### src/rtl/fetch_unit_pkg.sv
// rtl/fetch_unit_pkg.sv - shared Pcsrc encodings, FSM states and defaults for the fetch unit
package fetch_unit_pkg;

    localparam logic [1:0] PC_SEQ = 2'b00;
    localparam logic [1:0] PC_JR  = 2'b01;
    localparam logic [1:0] PC_BR  = 2'b10;
    localparam logic [1:0] PC_JMP = 2'b11;

    localparam logic [31:0] DEFAULT_RESET_PC = 32'h0000_0000;

    typedef enum logic [1:0] {
        IDLE  = 2'b00,
        FETCH = 2'b01,
        EXEC  = 2'b10,
        HALT  = 2'b11
    } fetch_state_t;

    // Sign-extended branch immediate, already scaled to a byte offset.
    function automatic logic [31:0] branch_offset(input logic [15:0] imm);
        return {{14{imm[15]}}, imm, 2'b00};
    endfunction

endpackage

### src/rtl/fetch_unit_if.sv
// rtl/fetch_unit_if.sv - instruction memory request/ready bus
interface fetch_unit_if;
    logic        req;
    logic [31:0] addr;
    logic        ready;
    logic [31:0] rdata;

    modport master (output req, output addr, input ready, input rdata);
    modport slave  (input req, input addr, output ready, output rdata);
endinterface

### src/rtl/fetch_unit_next_pc_calc.sv
// rtl/fetch_unit_next_pc_calc.sv - combinational next-PC selection and jr alignment check
module next_pc_calc
    import fetch_unit_pkg::*;
(
    input  logic [31:0] pc,
    input  logic [31:0] inst,
    input  logic [1:0]  pcsrc,
    input  logic [31:0] rs_data,
    output logic [31:0] next_pc,
    output logic        misaligned
);

    logic [31:0] seq_pc;
    logic        unused_opcode;

    assign seq_pc        = pc + 32'd4;
    assign unused_opcode = ^inst[31:26];

    always_comb begin
        next_pc    = seq_pc;
        misaligned = 1'b0;
        case (pcsrc)
            PC_SEQ: next_pc = seq_pc;
            PC_JR: begin
                next_pc    = rs_data;
                misaligned = (rs_data[1:0] != 2'b00);
            end
            PC_BR:  next_pc = seq_pc + branch_offset(inst[15:0]);
            PC_JMP: next_pc = {seq_pc[31:28], inst[25:0], 2'b00};
            default: next_pc = seq_pc;
        endcase
    end

endmodule

### src/rtl/fetch_unit.sv
// rtl/fetch_unit.sv - program counter, instruction fetch FSM and instruction register
module fetch_unit
    import fetch_unit_pkg::*;
#(
    parameter logic [31:0] RESET_PC = DEFAULT_RESET_PC
) (
    input  logic               clk,
    input  logic               rst_n,
    fetch_unit_if.master       imem,
    output logic [31:0]        inst,
    output logic [5:0]         op,
    output logic [5:0]         func,
    output logic               inst_valid,
    input  logic               commit,
    input  logic [1:0]         pcsrc,
    input  logic [31:0]        rs_data,
    input  logic               halt,
    output logic [31:0]        pc,
    output logic [31:0]        pc_plus4,
    output logic               fault
);

    fetch_state_t state, state_next;
    logic         pc_load;
    logic         inst_load;
    logic         fault_set;
    logic [31:0]  next_pc;
    logic         misaligned;

    next_pc_calc u_next_pc_calc (
        .pc         (pc),
        .inst       (inst),
        .pcsrc      (pcsrc),
        .rs_data    (rs_data),
        .next_pc    (next_pc),
        .misaligned (misaligned)
    );

    always_ff @(posedge clk or negedge rst_n) begin
        if (!rst_n) begin
            state <= IDLE;
            pc    <= RESET_PC;
            inst  <= 32'h0;
            fault <= 1'b0;
        end else begin
            state <= state_next;
            if (pc_load)   pc    <= next_pc;
            if (inst_load) inst  <= imem.rdata;
            if (fault_set) fault <= 1'b1;
        end
    end

    // A misaligned jr wins over halt: PC is left pointing at the faulting jr.
    always_comb begin
        state_next = state;
        pc_load    = 1'b0;
        inst_load  = 1'b0;
        fault_set  = 1'b0;
        case (state)
            IDLE: state_next = FETCH;
            FETCH: begin
                if (imem.ready) begin
                    inst_load  = 1'b1;
                    state_next = EXEC;
                end
            end
            EXEC: begin
                if (commit) begin
                    if (misaligned) begin
                        fault_set  = 1'b1;
                        state_next = HALT;
                    end else begin
                        pc_load    = 1'b1;
                        state_next = halt ? HALT : FETCH;
                    end
                end
            end
            HALT: state_next = HALT;
            default: state_next = IDLE;
        endcase
    end

    assign imem.req   = (state == FETCH);
    assign imem.addr  = pc;
    assign inst_valid = (state == EXEC);
    assign pc_plus4   = pc + 32'd4;
    assign op         = inst[31:26];
    assign func       = inst[5:0];

endmodule

### src/flat_wrapper.sv
// flat-port wrapper written by rule: the top's interface ports become plain ports
module fetch_unit_flat import fetch_unit_pkg::*;
#(
    parameter logic [31:0] RESET_PC = DEFAULT_RESET_PC
)
  (clk, rst_n, inst, op, func, inst_valid, commit, pcsrc, rs_data, halt, pc, pc_plus4, fault, imem_req, imem_addr, imem_ready, imem_rdata);
  fetch_unit_if imem_i ();
  input  logic clk;
  input  logic rst_n;
  output logic [31:0] inst;
  output logic [5:0] op;
  output logic [5:0] func;
  output logic inst_valid;
  input  logic commit;
  input  logic [1:0] pcsrc;
  input  logic [31:0] rs_data;
  input  logic halt;
  output logic [31:0] pc;
  output logic [31:0] pc_plus4;
  output logic fault;
  output wire logic [$bits(imem_i.req)-1:0] imem_req;
  output wire logic [$bits(imem_i.addr)-1:0] imem_addr;
  input wire logic [$bits(imem_i.ready)-1:0] imem_ready;
  input wire logic [$bits(imem_i.rdata)-1:0] imem_rdata;
  assign imem_req = imem_i.req;
  assign imem_addr = imem_i.addr;
  assign imem_i.ready = imem_ready;
  assign imem_i.rdata = imem_rdata;
  fetch_unit #(.RESET_PC(RESET_PC)) u_core (.clk(clk), .rst_n(rst_n), .imem(imem_i), .inst(inst), .op(op), .func(func), .inst_valid(inst_valid), .commit(commit), .pcsrc(pcsrc), .rs_data(rs_data), .halt(halt), .pc(pc), .pc_plus4(pc_plus4), .fault(fault));
endmodule
### config.mk
export PLATFORM = sky130hd
export DESIGN_NAME = fetch_unit_flat
export DESIGN_NICKNAME = d
export VERILOG_FILES = /design/src/rtl/fetch_unit_pkg.sv /design/src/rtl/fetch_unit_if.sv /design/src/rtl/fetch_unit_next_pc_calc.sv /design/src/rtl/fetch_unit.sv /design/src/flat_wrapper.sv
export SDC_FILE = /design/constraint.sdc
export NUM_CORES = 1
export LEC_CHECK = 0
export ABC_AREA = 1
export CELL_PAD_IN_SITES_DETAIL_PLACEMENT = 1
export CELL_PAD_IN_SITES_GLOBAL_PLACEMENT = 1
export CORE_ASPECT_RATIO = 1.2
export CORE_MARGIN = 5
export CORE_UTILIZATION = 30
export CTS_BUF_LIST = sky130_fd_sc_hd__clkbuf_2 sky130_fd_sc_hd__clkbuf_4 sky130_fd_sc_hd__clkbuf_8
export DETAILED_ROUTE_END_ITERATION = 10
export PLACE_DENSITY_LB_ADDON = 0.1
export SLEW_MARGIN = 20
export SYNTH_ARGS = -nofsm -noshare
export SYNTH_HDL_FRONTEND = slang
export SYNTH_HIERARCHICAL = 1
export SYNTH_SLANG_ARGS = --single-unit
### constraint.sdc
create_clock -name clk -period 3.6 [get_ports clk]
set_input_delay 0.54 -clock clk [delete_from_list [all_inputs] [get_ports clk]]
set_output_delay 0.54 -clock clk [all_outputs]
set_load 0.01 [all_outputs]
==> results of run 1 <==
[final timing paths]
| path | from | depth (start not counted) | endpoint | slack (ns) |
|---|---|---|---|---|
| max | u_core/imem.addr[2]$_DFFE_PN0P_ | 22 | u_core/imem.addr[29]$_DFFE_PN0P_ | 0.22 |
| min in group clk | u_core/fault$_DFFE_PN0P_ | 1 | u_core/fault$_DFFE_PN0P_ | 0.49 |
| min | rst_n | 1 | u_core/imem.addr[3]$_DFFE_PN0P_ | 0.28 |
| max reg2reg | u_core/imem.addr[2]$_DFFE_PN0P_ | 22 | u_core/imem.addr[29]$_DFFE_PN0P_ | 0.22 |
| max in group asynchronous | rst_n | 1 | u_core/imem.addr[8]$_DFFE_PN0P_ | 2.64 |
| min reg2reg | u_core/fault$_DFFE_PN0P_ | 1 | u_core/fault$_DFFE_PN0P_ | 0.49 |
[critical path: stages, from the launching register on]
cell                      delay, ns
sky130_fd_sc_hd__dfrtp_1       0.39
sky130_fd_sc_hd__ha_1          0.22
sky130_fd_sc_hd__nand2_1       0.07
sky130_fd_sc_hd__inv_1         0.08
sky130_fd_sc_hd__nand3_4       0.15
sky130_fd_sc_hd__inv_2         0.04
sky130_fd_sc_hd__nand4_1       0.11
sky130_fd_sc_hd__nor2_1        0.08
sky130_fd_sc_hd__or2_2         0.29
sky130_fd_sc_hd__nand2_1       0.07
sky130_fd_sc_hd__inv_1         0.05
sky130_fd_sc_hd__ha_2          0.38
sky130_fd_sc_hd__nand2_1       0.10
sky130_fd_sc_hd__nor2_1        0.29
sky130_fd_sc_hd__nand2_1       0.17
sky130_fd_sc_hd__nor2_1        0.12
sky130_fd_sc_hd__nand2_1       0.11
sky130_fd_sc_hd__nand2_1       0.09
sky130_fd_sc_hd__nand2_1       0.05
sky130_fd_sc_hd__nand3_1       0.09
sky130_fd_sc_hd__nand4_1       0.10
sky130_fd_sc_hd__nor2_1        0.14
sky130_fd_sc_hd__a21oi_1       0.05
[layer usage]
metal	vias up	wire (um)	GRT usage, %
met4	0	759	6.11
met5	-	0	0
met3	37	1560	3.55
li1	4365	-	-
met2	219	16400	40.1
met1	4210	14800	29.0
[cell usage after synthesis, types with 3 or more instances]
cell type	n
sky130_fd_sc_hd__a21o_1	3
sky130_fd_sc_hd__a21oi_1	54
sky130_fd_sc_hd__a221oi_1	20
sky130_fd_sc_hd__and2_1	5
sky130_fd_sc_hd__buf_2	10
sky130_fd_sc_hd__buf_4	50
sky130_fd_sc_hd__clkbuf_1	15
sky130_fd_sc_hd__dfrtp_1	67
sky130_fd_sc_hd__ha_1	35
sky130_fd_sc_hd__inv_1	127
sky130_fd_sc_hd__inv_2	6
sky130_fd_sc_hd__nand2_1	454
sky130_fd_sc_hd__nand2_2	7
sky130_fd_sc_hd__nand3_1	123
sky130_fd_sc_hd__nand3_2	3
sky130_fd_sc_hd__nand3b_1	12
sky130_fd_sc_hd__nand4_1	15
sky130_fd_sc_hd__nor2_1	119
sky130_fd_sc_hd__nor2_2	12
sky130_fd_sc_hd__nor2_4	10
sky130_fd_sc_hd__nor2_8	5
sky130_fd_sc_hd__nor3_1	5
sky130_fd_sc_hd__nor3_2	4
sky130_fd_sc_hd__o2111ai_1	3
sky130_fd_sc_hd__o21ai_0	17
sky130_fd_sc_hd__o21bai_1	6
sky130_fd_sc_hd__or2_2	8
sky130_fd_sc_hd__xnor2_1	10
sky130_fd_sc_hd__xor2_1	21
[power groups by stage]
stage,combinational (mW),clock [mW],sequential [mW]
5_1_grt,4.70,0.733,1.38
3_3_place_gp,4.22,0,1.33
4_1_cts,4.29,0.693,1.33
6_report,4.28,0.671,1.32
2_1_floorplan,2.15,0,1.46
3_5_place_dp,4.27,0,1.34
[cell type report]
class / count / share of cell area, %
Clock inverter: 5 / 0.499
Sequential cell: 67 / 15.9
Tap cell: 330 / 3.92
Clock buffer: 11 / 1.38
Multi-Input combinational cell: 970 / 48.2
Timing Repair Buffer: 285 / 25.4
Inverter: 133 / 4.74
[flip-flops by register name, indices dropped and copies added, names as in the netlist]
name / count
u_core/imem.addr: 32
u_core/fault: 1
u_core/state: 2
u_core/inst: 32
[kinds of logic after synthesis]
kind of cell | synth area share (%)
and+or+nand+nor | 46.3
buffers and inverters | 12.9
xor gates and xnor gates | 4.38
DFF | 21.8
AOI/OAI and AO/OA | 8.61
adders and majority gates | 5.96
[timing repair]
action                     CTS  global route
setup endpoints to repair    0             9
gates resized for setup      0            10
setup buffers                0             0
==> flow_summary_export.csv, run 1 <==
group,metric,value,unit
outcome,outcome,"finished, final reports clean",
timing,slew_violations,0,
layout,fin_nets,1573,
detailed_routing,residual_drc_count,0,
floorplanning,number_of_placed_i_o_pins,214,
global_routing,via_count_of_the_first_global_routing_pass,9010,
synthesis,synth.top_cells.by_area,"sky130_fd_sc_hd__nand2_1 (22%), sky130_fd_sc_hd__dfrtp_1 (22%), sky130_fd_sc_hd__nand3_1 (8.0%), sky130_fd_sc_hd__inv_1 (6.2%), sky130_fd_sc_hd__nor2_1 (5.8%)",
clocking,clock_tree.buffer_depth,2,
pwr,switching_share,47.8,%
timing,max_slew.worst_pin.slew,0.946,ns
run,maxCapViolations,0,
floorplanning,initial_standard_cell_utilization_of_the_core,30.3,%
pwr,internal_power,3.27,mW
timing,setup_ws,0.219,ns
detailed_routing,route.detailed.vias_per_inst,4.90,
clocking,clk_transition_reported_paths,0.09,ns
timing,slew_headroom,37.0,%
floorplanning,fp.coreArea,0.0254,mm^2
floorplanning,dieWidth,156,um
synthesis,post-synth-top-area-fraction,22.2,%
pwr,share_of_total_power_in_the_clock_network,10.7,%
synthesis,synthDistinctLibCells,44,
timing,max_clock_freq,296,MHz
pwr,p_sw,3.00,mW
layout,fill_cells,3362,
pwr,total_design_power,6.27,mW
timing,fin_crit,3.38,ns
layout,antenna-diode-count,0,
clocking,post_cts_hold_buffer_count,0,
layout,layoutNonFillerInstCount,1801,
detailed_routing,detail_route.wirelength,33500,um
critical_path,worst_setup_path_end_kind,"flip-flop",
clocking,deepest_level_of_the_cts_h_tree,3,
layout,layout_common_cells,"sky130_fd_sc_hd__nand2_1 (453), sky130_fd_sc_hd__clkdlybuf4s50_1 (212), sky130_fd_sc_hd__inv_1 (127)",
floorplanning,rows,64,
timing,setup_viol_count_final,0,
critical_path,cp-start-kind,"flip-flop",
synthesis,netlist.top_cell.by_area,"sky130_fd_sc_hd__nand2_1",
worst_hold_path,holdCritPathClass,"input port to asynchronous set/reset pin",
synthesis,synth-seq-cells,67,
pwr,part_of_the_power_in_registers,21.1,%
place,placement.setup.worst_slack,0.0181,ns
detailed_routing,detailedRoute.firstPassIterationCount,5,
place,post_dp_cell_area,0.0103,mm^2
synthesis,synth_enable_flop_cells,0,
global_routing,grt_antenna_before_repair,0,
critical_path,worst_ep_arrival_time,3.63,ns
layout,layout-drive-gt1-share,11.3,%
clocking,cts_inserted_buffers,9,
synthesis,syn-cell-area,0.00768,mm^2
synthesis,syn-num-nets,1353,
clocking,cts_root_buffer,"sky130_fd_sc_hd__clkbuf_8",
layout,area_growth_syn_to_layout,37.0,%
synthesis,syn_inst_count,1246,
pwr,p_comb_share,68.2,%
synthesis,synthesis.area_per_instance,6.17,um^2
timing,hold_slack,0.277,ns
synthesis,ys_seq_area_share,21.8,%
layout,final_core_utilization,41.5,%
timing,timing.final.crit_share,93.9,%
timing,rsz0062_at_grt,"false",
detailed_routing,drt-initial-drc-count,327,
clocking,cts_num_sinks,67,
place,gp_congestion,0.891,
detailed_routing,overall_via_count_from_detail_route,8831,
pwr,p_leak,5.25,nW
layout,sequential_cell_area,0.00168,mm^2
clocking,clk_latency,0.38,ns
floorplanning,floorplan.die.height,185,um
detailed_routing,ant_nets,0,
layout,multiInputGateArea,0.00507,mm^2
global_routing,maximum_number_of_pins_on_one_net_before_global_route_repair,68,
place,hpwl,27700,um
detailed_routing,route.detailed.wl_per_inst,18.6,um
critical_path,critPathMaxFanout,7,
global_routing,globalRouteTotalUtil,22.8,%
global_routing,first_pass_grt_wire_length,51400,um
critical_path,worstPathRequired,3.85,ns
floorplanning,die-area,0.0289,mm^2
synthesis,synth-warning-count,6,
place,placed_cells,1785,
clocking,tritoncts,"done",
synthesis,synth_async_sr_flop_share,100,%
critical_path,critical_path_class,"flip-flop to flip-flop",
layout,fin_area,0.0105,mm^2
place,number_of_buffers_added_on_ports,213,
pwr,power.ir.vdd_worst,0.000246,V
synthesis,ys_dominant_reg_cell,"sky130_fd_sc_hd__dfrtp_1",
pwr,p_per_area,596,mW/mm^2
layout,mostFrequentLayoutCell,"sky130_fd_sc_hd__nand2_1",
timing,setup-tns-final,0,ns
global_routing,grt_overflow,0,
timing,fin_skew,0.0172,ns
timing,finalHoldViolations,0,
No activity file was read; power rests on OpenSTA's default activity.
==> run 2: changes to the inputs <==
- CTS_BUF_LIST: sky130_fd_sc_hd__clkbuf_2 sky130_fd_sc_hd__clkbuf_4 sky130_fd_sc_hd__clkbuf_8 -> default
==> run 2 against run 1 <==
  * Sequential share of layout area shrank 0.14 points
  * Combinational power hardly changed
  * Die area is the same
  * Final cell count stayed put
  * Hold slack improved by 0.044 ns
  * Clock power up 35%
  * Critical endpoint unchanged
  * Largest power group unchanged
  * Non-clock buffer count stayed put
==> flow_summary_export.csv, run 2 (synthesized netlist as in run 1, its figures left out) <==
group,metric,value,unit
outcome,outcome,"finished, final reports clean",
timing,timing.final.crit_share,94.0,%
critical_path,critPathMaxFanout,7,
critical_path,cp-start-kind,"flip-flop",
floorplanning,rows,64,
detailed_routing,route.detailed.vias_per_inst,4.91,
critical_path,critical_path_class,"flip-flop to flip-flop",
place,gp_congestion,0.891,
timing,slew_violations,0,
floorplanning,initial_standard_cell_utilization_of_the_core,30.3,%
layout,fin_nets,1573,
global_routing,grt_overflow,0,
floorplanning,fp.coreArea,0.0254,mm^2
clocking,cts_inserted_buffers,9,
floorplanning,dieWidth,156,um
place,number_of_buffers_added_on_ports,213,
clocking,clock_tree.buffer_depth,2,
timing,max_clock_freq,295,MHz
layout,layout_common_cells,"sky130_fd_sc_hd__nand2_1 (453), sky130_fd_sc_hd__clkdlybuf4s50_1 (212), sky130_fd_sc_hd__inv_1 (127)",
detailed_routing,residual_drc_count,0,
worst_hold_path,holdCritPathClass,"input port to asynchronous set/reset pin",
timing,fin_skew,0.00987,ns
run,maxCapViolations,0,
global_routing,first_pass_grt_wire_length,51500,um
clocking,post-cts-setup-buffer-count,0,
critical_path,worstPathRequired,3.81,ns
detailed_routing,route.detailed.wl_per_inst,18.6,um
pwr,p_sw,3.03,mW
clocking,clk_latency,0.35,ns
pwr,power.ir.vdd_worst,0.000266,V
timing,fin_crit,3.39,ns
clocking,deepest_level_of_the_cts_h_tree,3,
pwr,switching_share,46.5,%
layout,antenna-diode-count,0,
layout,layoutNonFillerInstCount,1801,
global_routing,maximum_number_of_pins_on_one_net_before_global_route_repair,68,
place,hpwl,27700,um
global_routing,grt_antenna_before_repair,0,
critical_path,worst_setup_path_end_kind,"flip-flop",
layout,area_growth_syn_to_layout,38.2,%
detailed_routing,overall_via_count_from_detail_route,8851,
clocking,clk_transition_reported_paths,0.06,ns
pwr,share_of_total_power_in_the_clock_network,13.9,%
layout,fill_cells,3355,
detailed_routing,ant_nets,0,
clocking,cts_num_sinks,67,
timing,max_slew.worst_pin.slew,0.917,ns
layout,mostFrequentLayoutCell,"sky130_fd_sc_hd__nand2_1",
global_routing,globalRouteTotalUtil,22.9,%
timing,setup_viol_count_final,0,
clocking,tritoncts,"done",
pwr,p_comb_share,65.7,%
timing,finalHoldViolations,0,
timing,setup-tns-final,0,ns
pwr,internal_power,3.48,mW
critical_path,worst_ep_arrival_time,3.60,ns
pwr,part_of_the_power_in_registers,20.4,%
floorplanning,number_of_placed_i_o_pins,214,
floorplanning,die-area,0.0289,mm^2
floorplanning,floorplan.die.height,185,um
timing,slew_headroom,38.9,%
detailed_routing,detailedRoute.firstPassIterationCount,7,
detailed_routing,detail_route.wirelength,33500,um
global_routing,via_count_of_the_first_global_routing_pass,9006,
pwr,p_leak,5.30,nW
place,placed_cells,1785,
layout,layout-drive-gt1-share,11.1,%
detailed_routing,drt-initial-drc-count,329,
clocking,cts_root_buffer,"sky130_fd_sc_hd__clkbuf_16",
pwr,p_per_area,613,mW/mm^2
run 2: changes by cell type in the layout (fill, tap and decap cells not counted):
cell	previous run	this run
sky130_fd_sc_hd__clkbuf_16	0	9
sky130_fd_sc_hd__clkbuf_8	10	1
sky130_fd_sc_hd__clkbuf_1	0	1
sky130_fd_sc_hd__nor3_1	3	4
sky130_fd_sc_hd__nor3_2	6	5
sky130_fd_sc_hd__clkbuf_4	1	0
run 2: per-stage QoR:
| step | total power, mW | util (%) | cell area [um^2] | setup WS (ns) | hold slack, ns |
|---|---|---|---|---|---|
| 3_5_place_dp | 5.60 | 40.5 | 10300 | 0.0181 | 0.477 |
| 5_1_grt | 7.06 | 41.8 | 10600 | -0.0000413 | 0.399 |
| 2_1_floorplan | 3.61 | - | 7680 | 0.705 | 0.244 |
| 3_3_place_gp | 5.55 | 40.5 | 10300 | 0.0887 | 0.457 |
| 6_report | 6.51 | 41.8 | 10600 | 0.215 | 0.321 |
| 4_1_cts | 6.55 | 41.7 | 10600 | 0.00258 | 0.353 |
run 2: final cells by class:
type / count / area, um^2 / share of cell area (%)
clock buffers: 11 / 243 / 2.29
clock inverters: 5 / 52.6 / 0.495
inverters: 133 / 499 / 4.70
multi-input cells: 970 / 5060 / 47.7
flip-flops and latches: 67 / 1680 / 15.8
well taps: 330 / 413 / 3.89
repair buffers: 285 / 2670 / 25.1
run 2: critical path, cell delays in order, from the launching register on:
cell	delay (ns)
sky130_fd_sc_hd__dfrtp_1	0.38
sky130_fd_sc_hd__ha_1	0.21
sky130_fd_sc_hd__nand2_1	0.07
sky130_fd_sc_hd__inv_1	0.08
sky130_fd_sc_hd__nand3_4	0.15
sky130_fd_sc_hd__inv_2	0.04
sky130_fd_sc_hd__nand4_1	0.11
sky130_fd_sc_hd__nor2_1	0.08
sky130_fd_sc_hd__or2_2	0.29
sky130_fd_sc_hd__nand2_1	0.07
sky130_fd_sc_hd__inv_1	0.05
sky130_fd_sc_hd__ha_2	0.38
sky130_fd_sc_hd__nand2_1	0.10
sky130_fd_sc_hd__nor2_1	0.29
sky130_fd_sc_hd__nand2_1	0.18
sky130_fd_sc_hd__nor2_1	0.12
sky130_fd_sc_hd__nand2_1	0.11
sky130_fd_sc_hd__nand2_1	0.09
sky130_fd_sc_hd__nand2_1	0.05
sky130_fd_sc_hd__nand3_1	0.09
sky130_fd_sc_hd__nand4_1	0.10
sky130_fd_sc_hd__nor2_1	0.13
sky130_fd_sc_hd__a21oi_1	0.05
run 2: final timing paths:
path / startpoint / to / slack, ns / cells after the start
setup / recovery: u_core/imem.addr[2]$_DFFE_PN0P_ / u_core/imem.addr[29]$_DFFE_PN0P_ / 0.21 / 22
max in group asynchronous: rst_n / u_core/imem.addr[8]$_DFFE_PN0P_ / 2.64 / 1
setup reg to reg: u_core/imem.addr[2]$_DFFE_PN0P_ / u_core/imem.addr[29]$_DFFE_PN0P_ / 0.21 / 22
min in group clk: u_core/fault$_DFFE_PN0P_ / u_core/fault$_DFFE_PN0P_ / 0.48 / 1
hold / removal: rst_n / u_core/imem.addr[4]$_DFFE_PN0P_ / 0.32 / 1
hold reg to reg: u_core/fault$_DFFE_PN0P_ / u_core/fault$_DFFE_PN0P_ / 0.48 / 1
run 2: power by group through the flow:
stage          logic (mW)  registers, mW  clock network, mW
2_1_floorplan        2.15           1.46                  0
3_3_place_gp         4.22           1.33                  0
3_5_place_dp         4.27           1.34                  0
4_1_cts              4.29           1.33              0.933
5_1_grt              4.70           1.38              0.978
6_report             4.28           1.33              0.906
run 2: repair_timing:
item | 4_1_cts | 5_1_grt
hold buffers | 0 | 0
resized for setup | 0 | 9
setup endpoints to repair | 0 | 10
hold endpoints to repair | 0 | 0
run 2: routing by layer:
layer  track usage [%]  share of wire [%]  vias up
met4              6.46                2.3        0
met2              40.2                 49      220
met3              3.62                4.7       35
met5                 0                  0        -
met1              29.0                 44     4224
li1                  -                  -     4372
